## config.mk

```make
export PLATFORM = sky130hd
export DESIGN_NAME = multi_port_cache_arbiter
export DESIGN_NICKNAME = d
export VERILOG_FILES = /design/src/rtl/multi_port_cache_arbiter_pkg.sv /design/src/rtl/multi_port_cache_arbiter_picker.sv /design/src/rtl/multi_port_cache_arbiter.sv
export SDC_FILE = /design/constraint.sdc
export NUM_CORES = 1
export LEC_CHECK = 0
export CELL_PAD_IN_SITES_DETAIL_PLACEMENT = 0
export CELL_PAD_IN_SITES_GLOBAL_PLACEMENT = 1
export CORE_AREA = 3 3 547 549
export CTS_CLUSTER_DIAMETER = 40
export CTS_CLUSTER_SIZE = 20
export DETAILED_ROUTE_END_ITERATION = 6
export DIE_AREA = 0 0 550 552
export PLACE_DENSITY_LB_ADDON = 0.1
export SYNTH_ARGS = -nofsm -noshare
export SYNTH_HDL_FRONTEND = slang
export SYNTH_SLANG_ARGS = --single-unit
```

## constraint.sdc

```tcl
create_clock -name clk -period 2.2 [get_ports clk]
set_clock_uncertainty 0.2 [all_clocks]
set_input_delay 0.22 -clock clk [delete_from_list [all_inputs] [get_ports clk]]
set_output_delay 0.22 -clock clk [all_outputs]
set_load 0.01 [all_outputs]
```

## src/rtl/multi_port_cache_arbiter_pkg.sv

```systemverilog
// Shared types and helpers for the multi-port cache arbiter.
package arbiter_pkg;

  typedef enum logic [1:0] {IDLE, BUSY, DONE} arb_state_t;

  localparam int POLICY_FIXED = 0;
  localparam int POLICY_RR    = 1;

  // Width of an index able to address n ports (at least 1 bit).
  function automatic int idx_w(input int n);
    int w;
    w = 1;
    while ((1 << w) < n) w++;
    return w;
  endfunction

endpackage

```

## src/rtl/multi_port_cache_arbiter_picker.sv

```systemverilog
// Combinational winner selection: fixed priority or round-robin after rr_last.
module rr_priority_picker
  import arbiter_pkg::*;
#(
  parameter int NUM_PORTS = 2,
  parameter int IDX_W     = idx_w(NUM_PORTS)
) (
  input  logic [NUM_PORTS-1:0] req,
  input  logic [IDX_W-1:0]     rr_last,
  input  logic                 policy,
  output logic                 valid,
  output logic [IDX_W-1:0]     winner
);

  logic found;

  always_comb begin
    valid  = |req;
    winner = '0;
    found  = 1'b0;
    // Round-robin takes the first requester above rr_last; the second pass wraps to the lowest.
    if (policy) begin
      for (int i = 0; i < NUM_PORTS; i++) begin
        if (!found && req[i] && (i > int'(rr_last))) begin
          found  = 1'b1;
          winner = IDX_W'(i);
        end
      end
    end
    for (int i = 0; i < NUM_PORTS; i++) begin
      if (!found && req[i]) begin
        found  = 1'b1;
        winner = IDX_W'(i);
      end
    end
  end

endmodule

```

## src/rtl/multi_port_cache_arbiter.sv

```systemverilog
// N-port line-granular arbiter onto one registered downstream port toward L2.
module multi_port_cache_arbiter
  import arbiter_pkg::*;
#(
  parameter int NUM_PORTS = 2,
  parameter int LINE_W    = 256,
  parameter int ADDR_W    = 32,
  parameter int POLICY    = 1
) (
  input  logic                          clk,
  input  logic                          reset_n,
  input  logic [NUM_PORTS-1:0]          req_read,
  input  logic [NUM_PORTS-1:0]          req_write,
  input  logic [NUM_PORTS*ADDR_W-1:0]   req_addr,
  input  logic [NUM_PORTS*LINE_W-1:0]   req_wdata,
  output logic [LINE_W-1:0]             req_rdata,
  output logic [NUM_PORTS-1:0]          req_resp,
  output logic [NUM_PORTS-1:0]          port_active,
  output logic                          mem_read,
  output logic                          mem_write,
  output logic [ADDR_W-1:0]             mem_address,
  output logic [LINE_W-1:0]             mem_wdata,
  input  logic [LINE_W-1:0]             mem_rdata,
  input  logic                          mem_resp
);

  localparam int IDX_W = idx_w(NUM_PORTS);

  arb_state_t           state, state_nxt;
  logic [NUM_PORTS-1:0] req_any;
  logic                 pick_valid;
  logic [IDX_W-1:0]     pick_idx, grant_q, rr_last;

  assign req_any   = req_read | req_write;
  assign req_rdata = mem_rdata;

  rr_priority_picker #(
    .NUM_PORTS(NUM_PORTS),
    .IDX_W    (IDX_W)
  ) u_picker (
    .req    (req_any),
    .rr_last(rr_last),
    .policy (POLICY == POLICY_RR),
    .valid  (pick_valid),
    .winner (pick_idx)
  );

  always_ff @(posedge clk or negedge reset_n) begin
    if (!reset_n) state <= IDLE;
    else          state <= state_nxt;
  end

  always_comb begin
    state_nxt = state;
    req_resp  = '0;
    case (state)
      IDLE: if (pick_valid) state_nxt = BUSY;
      BUSY: if (mem_resp) begin
        state_nxt = DONE;
        req_resp  = port_active;
      end
      DONE:    state_nxt = IDLE;
      default: state_nxt = IDLE;
    endcase
  end

  // Command is captured once at grant; requester changes during BUSY are not seen downstream.
  always_ff @(posedge clk or negedge reset_n) begin
    if (!reset_n) begin
      mem_read    <= 1'b0;
      mem_write   <= 1'b0;
      mem_address <= '0;
      mem_wdata   <= '0;
      port_active <= '0;
      grant_q     <= '0;
      rr_last     <= IDX_W'(NUM_PORTS - 1);
    end else begin
      case (state)
        IDLE: if (pick_valid) begin
          grant_q     <= pick_idx;
          mem_write   <= req_write[pick_idx];
          mem_read    <= req_read[pick_idx] & ~req_write[pick_idx];
          mem_address <= req_addr[pick_idx*ADDR_W +: ADDR_W];
          mem_wdata   <= req_wdata[pick_idx*LINE_W +: LINE_W];
          port_active <= NUM_PORTS'(1) << pick_idx;
        end
        BUSY: if (mem_resp) begin
          mem_read    <= 1'b0;
          mem_write   <= 1'b0;
          port_active <= '0;
          rr_last     <= grant_q;
        end
        default: ;
      endcase
    end
  end

endmodule

```

# Word level (Yosys, flattened, before mapping)

Cells that the tools add are included.
Widths: inputs -> output; s select.

Logic and storage cells: 52
Output and inout bits: 550
Flip-flop bits (word level): 296
Input port bits: 839

Shift-type cells: 3
Reduce and logical (&&, ||, !) cells: 12
Multiplexer cells: 21
$lt $le $gt $ge: 2
Equality and inequality tests: 3
Bitwise operators: 3

Operators with widths:

| operator            | number |
|---|---|
| $shiftx 512x10->256 | 1 |
| $shiftx 64x7->32    | 1 |
| $mux 2              | 6 |
| $mux 1              | 11 |
| $pmux 2 s2          | 2 |
| $reduce_and 2->1    | 3 |
| $ne 2x2->1 const B  | 2 |
| $pmux 1 s2          | 2 |
| $logic_and 1x1->1   | 3 |
| $reduce_and 3->1    | 1 |
| $eq 2x1->1 const B  | 1 |
| $logic_not 1->1     | 2 |
| $logic_not 2->1     | 1 |
| $lt 1x2->1 const B  | 1 |
| $or 2x2->2          | 1 |
| $reduce_bool 2->1   | 1 |
| $reduce_or 2->1     | 1 |
| $shl 1x1->2 const A | 1 |
| $and 1x1->1         | 1 |
| $gt 1x1->1 const A  | 1 |
| $not 1->1           | 1 |

# Longest topological paths before layout

Depth in word-level cells: 15
Gate-level depth with buffers: 7
Mapped depth without buffers: 5

# Cells and area by module

A second synthesis with hierarchy kept.

Cell total of the unflattened synthesis: 1551
Area, all modules: 15529.9 um2

By module, submodules not included:

| module                   | cells an instance | instances | seq. area each (um2) | area an instance (um2) |
|---|---|---|---|---|
| multi_port_cache_arbiter | 1548              | 1         | 7408.4               | 15509.9 |
| rr_priority_picker       | 3                 | 1         | 0.0                  | 20.0 |

# Worst setup path before layout

No wires, ideal clock.

Path kind: flip-flop to flip-flop
Start point: register state[0]
End point: register mem_wdata[236]
Path slack: 0.447 ns
Stages on the path, launching flop included: 8
Buffers on the path: 3
Data arrival time: 1.475 ns
Required time: 1.923 ns
Period minus slack after synthesis: 1.753 ns
Library setup time: 0.077 ns
Cells stage by stage: dfrtp_1 -> nor2_1 -> o31a_1 -> buf_2 -> buf_2 -> buf_2 -> nor2_1 -> a21oi_1

Cells in the longest elaborated chain, start to end: 2

Ends and longest elaborated chain:

| what                              | line                           | text |
|---|---|---|
| from (decl)                       | multi_port_cache_arbiter.sv:29 | `arb_state_t state, state_nxt;` |
| from (signal assigned)            | multi_port_cache_arbiter.sv:50 | `else state <= state_nxt;` |
| $logic_not 2->1                   | multi_port_cache_arbiter.sv:78 | `case (state)` |
| $reduce_and 2->1 (no source line) | --                             |  |
| to (signal assigned)              | multi_port_cache_arbiter.sv:84 | `mem_wdata <= req_wdata[pick_idx*LINE_W +: LINE_W];` |
| to (decl)                         | multi_port_cache_arbiter.sv:22 | `output logic [LINE_W-1:0] mem_wdata,` |

Every way passes these cells.
A chain may end at the register's enable or synchronous reset.

# Worst setup path after layout

Start point: register state[1]
End point: output req_resp[0]

Cells in the longest elaborated chain, start to end: 2

Ends and longest elaborated chain:

| what       | line                           | text |
|---|---|---|
| $eq 2x1->1 | multi_port_cache_arbiter.sv:56 | `case (state)` |
| $mux 2     | multi_port_cache_arbiter.sv:56 |  |
| to (decl)  | multi_port_cache_arbiter.sv:17 | `output logic [NUM_PORTS-1:0] req_resp,` |

Every way passes these cells.

==> results.yml <==
run_status:
  status: "finished, final reports clean"
sta:
  fin_hold_ws_ps: 56.6
  relSlewSlack: 0.673
  period_share: 0.997
  period_needed_ps: 2190
  setup_ws_ps: 5.55
  grt_setup_unrepaired: "true"
  tns_ps: 0
  drv_slew: 0
  worstMarginPinSlew_ps: 490
  hold_viol_final: 0
  finalSetupViolCount: 0
  max_freq_mhz: 456
placed_design:
  place_inst: 6468
  pre_cts_ws_ps: -507
  dpl.hpwl_um: 117000
  post_dp_cell_area_um2: 28300
  io_buffers: 876
  place_congestion: 0.706
power_and_ir_drop:
  power_density_nw_per_um2: 1320
  leakagePower_nw: 14.5
  power_mw: 50.1
  vdd_drop_max_v: 0.000466
route:
  via_per_inst: 2.56
  ant_nets: 0
  drc: 0
  wl_per_cell_um: 19.9
  vias: 18600
  initialDrtViolationCount: 567
  first_pass_iters: 6
  routed_wl_um: 144000
layout:
  layout.cells.most_common_list: "688 x clkdlybuf4s50_1, 562 x a21oi_1, 532 x dlygate4sd3_1, 291 x nand2_1"
  mostFrequentLayoutCell: "clkdlybuf4s50_1"
  design_area_um2: 38000
  final_cells: 7268
  finish.utilization: 0.129
  drive_above_1_share: 0.131
  syn2layout_area_growth_pct: 151
  nets: 4062
die:
  die_area_um2: 304000
  io_pins: 1389
  fp.dieW_um: 550
  initial_core_util: 0.0514
  core-area_um2: 294000
  num_rows: 199
  dieHeight_um: 552
clock_network:
  cts_max_path_buffers: 4
  cts-root-buf: "clkbuf_16"
  cts_sinks: 296
  clkTransAtPathRegs_ps: 40
  cts_tree: "done"
  clock_latency_ps: 730
  h-tree-depth: 4
  cts_made_buffers: 137
setup_path:
  crit_type: "flip-flop to output port"
  crit_path_end_kind: "output port"
  worstSetupStartpointType: "flip-flop"
  crit_start: "state[1]"
  setup.worst_path.end: "req_resp[0]"
  worstPathArrival_ps: 1770
  reg2reg_to: "mem_wdata[110]"
  reg2regPathDepth: 7
  reg2reg_slack_ps: 6
  r2r_start: "rr_last"
  critPathRequiredTime_ps: 1780
  crit_path_max_fanout: 3
worst_hold_path:
  min_path_type: "input port to flip-flop"
  hold_path_depth: 3
global_routing:
  overflow: 0
  grt_pass1_vias: 21100
  track_usage: 0.0912
  antenna_found_initial: 76
  grt_start_max_net_pins: 44
  grt_pass1_wl_um: 190000
logic_synthesis:
  yosysWarnings: 0
  synth_nets: 2700
  yosysUniqueCellTypes: 24
  syn_inst: 1861
  avgSynthCellArea_um2: 8.12
  yosysSeqAreaShare: 0.490
  syn_area_um2: 15100
  synth-seq-cells: 296
flow_run:
  maxCapViolations: 0
-- metal layers --
| metal | vias up | global-route usage | wire (um) |
|---|---|---|---|
| li1 | 8726 | - | - |
| met1 | 8521 | 0.106 | 59500 |
| met2 | 925 | 0.144 | 63700 |
| met3 | 406 | 0.0377 | 13800 |
| met4 | 48 | 0.0434 | 6990 |
| met5 | - | 0 | 324 |
-- cells by family (layout without fill, tap and decap cells) --
logic type,after synthesis,in the layout,share of synthesized area
AO/OA/AOI/OAI,587,587,0.197
flip-flops,296,296,0.490
buffers and inverters,387,1839,0.165
other,0,36,0
AND/OR/NAND/NOR,591,591,0.148
-- area by class of cell --
class | count | area [um2]
repair buffers | 1607 | 15900
clock buffers | 207 | 4170
fillers | 34000 | 256000
clock inverters | 22 | 180
well taps | 3919 | 4900
flip-flops and latches | 296 | 7420
multi-input cells | 1178 | 5290
diodes | 36 | 90.1
inverters | 3 | 13.8
-- how the worst min path moves through the flow --
| stage | start | end | slack (ps) |
|---|---|---|---|
| floorplan | reset_n | grant_q | -280 |
| finish | req_wdata[410] | mem_wdata[154] | 60 |
| detailed placement | reset_n | mem_address[0] | 60 |
| global route | req_wdata[429] | mem_wdata[173] | 40 |
| global placement | reset_n | mem_address[0] | 60 |
| CTS | req_wdata[357] | mem_wdata[101] | 0.6 |
-- critical path, cell delays in order, from the launching register on --
cell and delay [ps]:
dfrtp_1 360, nand2b_4 140, or2_4 240, inv_4 80, and2_4 140, buf_6 90
-- synthesized netlist by cell type --
| master | n | area, um2 |
|---|---|---|
| a21oi_1 | 577 | 2890 |
| dfrtp_1 | 295 | 7380 |
| nand2_1 | 292 | 1100 |
| nor2_1 | 289 | 1080 |
| buf_4 | 256 | 1920 |
| buf_2 | 64 | 320 |
| clkbuf_1 | 51 | 191 |
| buf_1 | 13 | 48.8 |
| o21ai_0 | 4 | 20.0 |
| inv_1 | 3 | 11.3 |
| and2_1 | 2 | 12.5 |
| nand2b_1 | 2 | 12.5 |
| nand3_1 | 2 | 10.0 |
| a21o_1 | 1 | 7.51 |
| a22o_1 | 1 | 8.76 |
| a31oi_1 | 1 | 6.26 |
| a32o_1 | 1 | 10.0 |
| and2_0 | 1 | 6.26 |
| and3_1 | 1 | 6.26 |
| dfstp_2 | 1 | 26.3 |
| o31a_1 | 1 | 8.76 |
| o31ai_4 | 1 | 21.3 |
| or2_1 | 1 | 6.26 |
| or2_2 | 1 | 6.26 |
-- power by group --
| group | switching, mW | total (mW) | internal, mW |
|---|---|---|---|
| logic | 12.3 | 22.0 | 9.76 |
| clock network | 5.26 | 18.0 | 12.8 |
| registers | 1.73 | 10.1 | 8.33 |
| total | 19.3 | 50.1 | 30.8 |
-- flip-flops by register name, indices dropped and copies added, names as in the netlist --
signal / count
port_active: 2
rr_last: 1
state: 2
mem_wdata: 256
mem_read: 1
grant_q: 1
mem_write: 1
mem_address: 32
-- timing repair --
action / CTS / global route
hold buffers: 533 / 0
pin swaps: 1 / 0
gates resized for setup: 210 / 13
setup buffers: 1 / 1
hold endpoints to repair: 582 / 0
setup endpoints to repair: 194 / 13
(Power assumes the default switching activity.)
